### config.mk
export PLATFORM = sky130hd
export DESIGN_NAME = fifo_byte_drain
export DESIGN_NICKNAME = d
export VERILOG_FILES = /design/src/rtl/sfifo_pkg.sv /design/src/rtl/fifo_byte_drain.sv
export SDC_FILE = /design/constraint.sdc
export NUM_CORES = 1
export LEC_CHECK = 0
export BUFFER_PORTS_ARGS = -buffer_cell sky130_fd_sc_hd__buf_2
export CAP_MARGIN = 20
export CELL_PAD_IN_SITES_DETAIL_PLACEMENT = 1
export CELL_PAD_IN_SITES_GLOBAL_PLACEMENT = 1
export CORE_AREA = 3 3 86 88
export CTS_CLUSTER_SIZE = 16
export DETAILED_ROUTE_END_ITERATION = 8
export DIE_AREA = 0 0 89 91
export MAX_ROUTING_LAYER = met4
export PLACE_DENSITY_LB_ADDON = 0.1
export SLEW_MARGIN = 20
export SYNTH_ARGS = -nofsm -noshare
export SYNTH_HDL_FRONTEND = slang
export SYNTH_SLANG_ARGS = --single-unit
### constraint.sdc
create_clock -name clk -period 2.4 [get_ports clk]
set_input_delay 0.12 -clock clk [delete_from_list [all_inputs] [get_ports clk]]
set_output_delay 0.12 -clock clk [all_outputs]
set_load 0.01 [all_outputs]
### src/rtl/sfifo_pkg.sv
// Shared types and widths for the 16-bit synchronous FIFO and its byte-wide drain.
package sfifo_pkg;

  localparam int unsigned FIFO_DW = 16;
  localparam int unsigned BYTE_W  = 8;

  typedef enum logic [1:0] {
    ST_IDLE  = 2'd0,
    ST_WAIT  = 2'd1,
    ST_BYTE0 = 2'd2,
    ST_BYTE1 = 2'd3
  } drain_state_e;

endpackage

### src/rtl/fifo_byte_drain.sv
// Pops 16-bit words from the FIFO read port and re-emits each as two bytes
// on an 8-bit valid/ready stream, with a drained-word counter and sticky underflow flag.
module fifo_byte_drain
  import sfifo_pkg::*;
#(
  parameter bit          HI_FIRST = 1'b1,
  parameter int unsigned CNT_W    = 16
) (
  input  logic               clk,
  input  logic               rst,
  output logic               fifo_rd,
  input  logic [FIFO_DW-1:0] fifo_dout,
  input  logic               fifo_empty,
  input  logic               fifo_udfl,
  output logic [BYTE_W-1:0]  out_data,
  output logic               out_valid,
  input  logic               out_ready,
  output logic [CNT_W-1:0]   word_cnt,
  output logic               err,
  input  logic               err_clr,
  output logic               busy
);

  drain_state_e       state;
  logic [FIFO_DW-1:0] hold;
  logic               xfer;
  logic [BYTE_W-1:0]  first_byte;
  logic [BYTE_W-1:0]  second_byte;

  assign xfer = out_valid && out_ready;

  // First byte comes straight off the FIFO data bus in WAIT; second from the holding register.
  assign first_byte  = HI_FIRST ? fifo_dout[FIFO_DW-1:BYTE_W] : fifo_dout[BYTE_W-1:0];
  assign second_byte = HI_FIRST ? hold[BYTE_W-1:0] : hold[FIFO_DW-1:BYTE_W];

  // Read strobe: idle pop, or back-to-back prefetch on the final byte handshake.
  always_comb begin
    fifo_rd = 1'b0;
    if (!rst && !fifo_empty) begin
      fifo_rd = (state == ST_IDLE) || ((state == ST_BYTE1) && xfer);
    end
  end

  always_ff @(posedge clk) begin
    if (rst) begin
      state     <= ST_IDLE;
      hold      <= '0;
      out_valid <= 1'b0;
      out_data  <= '0;
      word_cnt  <= '0;
      busy      <= 1'b0;
    end else begin
      case (state)
        ST_IDLE: begin
          if (fifo_rd) begin
            state <= ST_WAIT;
            busy  <= 1'b1;
          end
        end
        ST_WAIT: begin
          hold      <= fifo_dout;
          out_valid <= 1'b1;
          out_data  <= first_byte;
          state     <= ST_BYTE0;
        end
        ST_BYTE0: begin
          if (xfer) begin
            out_data <= second_byte;
            state    <= ST_BYTE1;
          end
        end
        ST_BYTE1: begin
          if (xfer) begin
            word_cnt  <= word_cnt + CNT_W'(1);
            out_valid <= 1'b0;
            out_data  <= '0;
            if (fifo_rd) begin
              state <= ST_WAIT;
            end else begin
              state <= ST_IDLE;
              busy  <= 1'b0;
            end
          end
        end
        default: begin
          state <= ST_IDLE;
          busy  <= 1'b0;
        end
      endcase
    end
  end

  // Sticky underflow flag; a clear wins over a same-cycle set.
  always_ff @(posedge clk) begin
    if (rst) begin
      err <= 1'b0;
    end else if (err_clr) begin
      err <= 1'b0;
    end else if (fifo_udfl) begin
      err <= 1'b1;
    end
  end

endmodule

==> results of run 1 <==
## registers in the layout (all words and copies together) (netlist names)
signal     cells
state          2
out_valid      1
word_cnt      16
hold           8
out_data       8
err            1
busy           1
## logic make-up after synthesis
logic type / after synthesis / share of synthesized area
AO/OA/AOI/OAI: 38 / 0.151
XOR/XNOR: 9 / 0.0480
adder cells (fa/ha/maj): 6 / 0.0457
buffers and inverters: 12 / 0.0350
flip-flops: 37 / 0.451
multiplexers: 10 / 0.0609
AND/OR/NAND/NOR: 66 / 0.209
## routing by layer
layer  part of all wire  wire length (um)  track usage  vias up
li1                   -                 -            -      740
met3              0.058               259       0.0372        5
met5                  0                 0            -        -
met4              0.011                50       0.0409        0
met1               0.48              2110        0.140      676
met2               0.45              2010        0.183       33
## stage by stage
stage                     power (W)  cells
after detailed placement    0.00153    303
after CTS                   0.00199    311
final                       0.00195    311
after global routing        0.00210    311
after floorplan             0.00129    178
after global placement      0.00154    303
## cell type report
type	count	area, um^2
fill	818	4640
multi-input combinational	129	845
sequential	37	741
timing repair buffer	55	293
tap	80	100
clock buffer	7	86.3
inverter	3	11.3
## critical path, cell delays in order (launching register included)
cell and delay (ns):
dfxtp_1 0.44, ha_1 0.21, and4_1 0.29, nand2_1 0.14, or4_1 0.52, a21oi_1 0.14
## final timing paths
| check | end | slack, ns | depth (start not counted) |
|---|---|---|---|
| hold / removal | hold[6] | 0.07 | 3 |
| setup reg to reg | word_cnt[13] | 0.59 | 5 |
| hold reg to reg | word_cnt[15] | 0.48 | 2 |
| setup / recovery | word_cnt[13] | 0.59 | 5 |
## synthesized netlist by cell type (all sizes together)
cell / number / area, um^2
a31oi: 1 / 6.26
or3: 2 / 12.5
and4: 2 / 17.5
o31ai: 4 / 30.0
nor3: 2 / 10.0
and2: 2 / 12.5
ha: 6 / 75.1
nand2b: 1 / 6.26
a21oi: 9 / 45.0
nor3b: 2 / 15.0
inv: 3 / 11.3
and3: 1 / 6.26
nor2b: 1 / 6.26
o21a: 1 / 7.51
or4: 4 / 30.0
mux2i: 10 / 100
a22oi: 7 / 52.6
clkbuf: 5 / 18.8
nor2: 31 / 116
o21ai: 6 / 30.0
a211oi: 9 / 67.6
nand3: 7 / 47.6
nand2: 5 / 18.8
xor2: 9 / 78.8
nand4: 6 / 43.8
a221oi: 1 / 8.76
buf: 4 / 27.5
dfxtp: 37 / 741
## power groups by stage
stage               logic (W)  clock network, W  registers, W
floorplan            0.000421                 0      0.000866
global placement     0.000689                 0      0.000847
detailed placement   0.000686                 0      0.000847
CTS                  0.000691          0.000468      0.000833
global route         0.000760          0.000488      0.000850
finish               0.000676          0.000444      0.000828
==> impl_metrics.ini, run 1 <==
[final_layout]
final_area_mm2 = 0.00208
syn_to_final_growth_pct = 26.4
post-route-util = 0.309
mostFrequentLayoutCells = 49 x buf_2, 37 x dfxtp_1, 31 x nor2_1
n_antenna_cell = 0
drive_above_1_share = 0.268
finalNetCount = 259
final_common_cell = buf_2

[timing]
hold_ws_ns = 0.0690
fmax_mhz = 554
finalWorstSetupSlack_ns = 0.593
skew_ns = 0.00421
rsz0062_at_grt = false
worst-slew-pin-transition_ns = 0.579
period_needed_ns = 1.81
setup_tns_ns = 0
period_share = 0.753
setup_viol = 0
slew_violations = 0
slew_headroom = 0.614
finalHoldViolCount = 0

[detailed_routing]
postRouteWirelength_um = 4430
vias_per_cell = 4.68
ant_nets = 0
drt-initial-drc-count = 54
firstDrtPassIters = 4
remaining_drc_errors = 0
vias = 1454
wire_per_inst_um = 14.3

[global_route]
antenna_found_initial = 0
overflow = 0
grt_util_all_layers = 0.117
grt_pass1_wl_um = 7180
grt_pass1_vias = 1474
grt_start_max_net_pins = 39

[setup_path]
path_class = reg -> reg
start_kind = flop
critPathLaunch = state[1]
arrival_ns = 2.02
path_max_fanout = 7
r2r_start = state[1]
worstPathRequired_ns = 2.61
critPathCaptureType = flop

[pwr]
ir_drop_uv = 346
p_comb_frac = 0.347
pwr-share-clk = 0.228
p_sw_w = 0.000679
p_leak_nw = 0.893
netSwitchingFraction = 0.349
p_int_w = 0.00127
pwr-share-seq = 0.425
p_per_area_mw_per_mm2 = 939

[run_status]
status = complete, no violations

[floorplan]
rows = 30
die_width_um = 89
initial_utilization = 0.245
coreArea_mm2 = 0.00672
die_area_mm2 = 0.00810
die_h_um = 91
ios = 50

[synthesis]
synth_cell_types = 34
ys_seq_area_frac = 0.451
avgSynthCellArea_um2 = 9.23
yosys_register_bits = 37
netlist_area_mm2 = 0.00164
syn-num-nets = 206
syn-instance-count = 178
yosys_warnings = 0

[clock_network]
htree_levels = 2
postCtsSetupBuffers = 0
insertion_delay_ns = 0.28
clk_path_buf_depth = 2
path_clk_slew_ns = 0.07
cts.sinks = 37
cts_resized = 0
cts_made_buffers = 5
cts_tree = yes
cts_hold_buf = 1
cts_root_buf = clkbuf_8

[placement]
post-place-ws_ns = 0.597
dp_hpwl_um = 3120
post_dp_cell_area_mm2 = 0.00198
portBuffers = 49
gp_congestion = 0.684

[job]
maxCapViolCount = 0

[min_path]
hp-class = in -> reg
hp-start = fifo_dout[6]
No activity file was read; power rests on OpenSTA's default activity.
==> run 2, diff against run 1 <==
ABC_AREA = 1   (was not set)
CORE_AREA = 3 3 89 91   (was 3 3 86 88)
DIE_AREA = 0 0 92 94   (was 0 0 89 91)
clock period = 1.7 ns   (was 2.4 ns; I/O delays follow)
==> run 2 against run 1 <==
Effect of this change:
- clock power is 86% higher
- non-clock buffer count is the same
- critical endpoint is now fifo_rd
- global-route usage grew 1.3 points
- worst setup slack lost 0.42 ns
- routed wire length rose by 13%
- die area is 6.8% higher
- largest power group unchanged
- critical path type is now reg -> out
- utilization is 1.1 points higher
- clock skew is 0.0046 ns higher
==> impl_metrics.ini, run 2 <==
[run_status]
status = complete, no violations

[final_layout]
n_antenna_cell = 0
reg_top3 = word_cnt: 16 flops, hold: 8 flops, out_data: 8 flops
drive_above_1_share = 0.269
mostFrequentLayoutCells = 49 x buf_2, 41 x nand2_1, 37 x dfxtp_1
final_common_cell = buf_2
finalNetCount = 328
top_register = word_cnt
syn_to_final_growth_pct = 28.5
largest_reg_flops = 16

[timing]
rsz0062_at_grt = false
setup_viol = 0
period_share = 0.896
period_needed_ns = 1.52
fmax_mhz = 657
setup_tns_ns = 0
worst-slew-pin-transition_ns = 0.417
slew_violations = 0
skew_ns = 0.00879
finalHoldViolCount = 0
slew_headroom = 0.721
finalWorstSetupSlack_ns = 0.177

[synthesis]
synth_cell_types = 30
yosys_register_bits = 37
syn-instance-count = 245
synth-edff-count = 0
avgSynthCellArea_um2 = 7.33
ys_top_cells_by_count = 41 x nand2_1, 37 x dfxtp_1, 33 x nor2_1, 25 x inv_1, 17 x nand3_1
yosysMostFrequentCell = nand2_1
async_flop_share = 0
netlist_area_mm2 = 0.00180
synth_flop_cell = dfxtp_1
synth_area_leaders = dfxtp_1 41%, nand2_1 8.6%, nor2_1 6.9%
syn-num-nets = 273
ys_seq_area_frac = 0.413
synth_top_cell_by_area = dfxtp_1
yosys_warnings = 0
yosysTopAreaCellShare = 0.413

[clock_network]
path_clk_slew_ns = 0.08
cts_tree = yes
clk_path_buf_depth = 2
cts_root_buf = clkbuf_8
cts.sinks = 37
cts_made_buffers = 5
htree_levels = 2
insertion_delay_ns = 0.30

[global_route]
antenna_found_initial = 0
gr-usage-met3 = 0.0321
busiest_layer = met2
overflow = 0
gr-usage-met1 = 0.154
grt_pass1_vias = 1814
grtUsageMet2 = 0.217
grt_start_max_net_pins = 26
grt_pass1_wl_um = 8700
grt_util_all_layers = 0.130

[setup_path]
arrival_ns = 1.44
critPathCaptureType = output pin
critPathSlowestCell = dfxtp_1
cp_num_buf_inv = 4
crit_family = buffers and inverters
path_max_fanout = 5
cp_cell_sequence = buf_4, inv_1, ha_1, inv_1, a21oi_1, buf_2
cp_slowest_stage_delay_ns = 0.32
worstPathRequired_ns = 1.62
path_class = reg -> out
crit_top_cell = inv_1
start_kind = flop

[detailed_routing]
firstDrtPassIters = 4
drt-initial-drc-count = 51
vias = 1755
remaining_drc_errors = 0
postRouteWirelength_um = 5020
ant_nets = 0
wire_per_inst_um = 12.5
vias_per_cell = 4.39

[placement]
gp_congestion = 0.705
post-place-ws_ns = 0.151
dp_hpwl_um = 3670
portBuffers = 49

[pwr]
p_int_w = 0.00193
p_sw_w = 0.00111
p_comb_frac = 0.342
netSwitchingFraction = 0.366
pwr-share-seq = 0.387
ir_drop_uv = 648
p_per_area_mw_per_mm2 = 1320
p_leak_nw = 1.02
finalPower_w = 0.00304
pwr-share-clk = 0.272

[floorplan]
die_width_um = 92
ios = 50
rows = 31
coreArea_mm2 = 0.00721
die_h_um = 94
initial_utilization = 0.249
die_area_mm2 = 0.00865

[min_path]
hp-class = in -> reg

[job]
maxCapViolCount = 0
[run 2: power by group through the flow]
stage	sequential (W)	clock (W)	combinational (W)
global placement	0.00119	0	0.00105
finish	0.00118	0.000826	0.00104
CTS	0.00117	0.000858	0.00107
global route	0.00121	0.000912	0.00122
detailed placement	0.00119	0	0.00106
floorplan	0.00123	0	0.000638
[run 2: final timing paths]
kind | start | to | slack (ns) | cells past startpoint
worst max-delay path | state[0] | fifo_rd | 0.18 | 6
worst min-delay path | fifo_dout[2] | hold[2] | 0.02 | 3
worst min register to register | busy | busy | 0.47 | 2
worst max register to register | state[1] | word_cnt[11] | 0.24 | 8
[run 2: cells by family after synthesis]
group,count (synthesis),share of synthesized area
buffers and inverters,36,0.0815
XOR/XNOR,2,0.00976
AO/OA/AOI/OAI,50,0.159
AND/OR/NAND/NOR,114,0.295
flip-flops,37,0.413
adder cells (fa/ha/maj),6,0.0418
[run 2: what timing repair did]
item                                   CTS  global route
setup endpoints to repair                0             1
buffers inserted                         0             0
endpoints found under the hold margin    2             0
resized for setup                        0             2
hold buffers                             2             0
[run 2: through the flow]
| stage | area, um^2 | util | instances | hold slack [ns] |
|---|---|---|---|---|
| 5_1_grt | 2310 | 0.320 | 400 | 0.00532 |
| 6_report | 2310 | 0.320 | 400 | 0.0180 |
| 4_1_cts | 2300 | 0.318 | 400 | 0.00957 |
| 3_5_place_dp | 2160 | 0.299 | 390 | 0.255 |
| 2_1_floorplan | 1800 | - | 245 | 0.164 |
| 3_3_place_gp | 2160 | 0.299 | 390 | 0.254 |
[run 2: cell type report]
class / instances / area, um^2
clock buffers: 6 / 82.6
clock inverters: 2 / 37.5
fillers: 926 / 4910
inverters: 29 / 109
multi-input cells: 172 / 918
flip-flops and latches: 37 / 741
well taps: 99 / 124
repair buffers: 55 / 295
[run 2: tightest hold or removal path, stage by stage]
cell and delay (ns):
buf_2 0.08, nor2_1 0.04, nor2_1 0.08
[run 2: layer usage]
metal,routed length (um),vias up,part of all wire
met2,2400,38,0.48
met1,2340,804,0.47
met3,212,6,0.042
met4,69,0,0.014
li1,-,907,-
met5,0,-,0
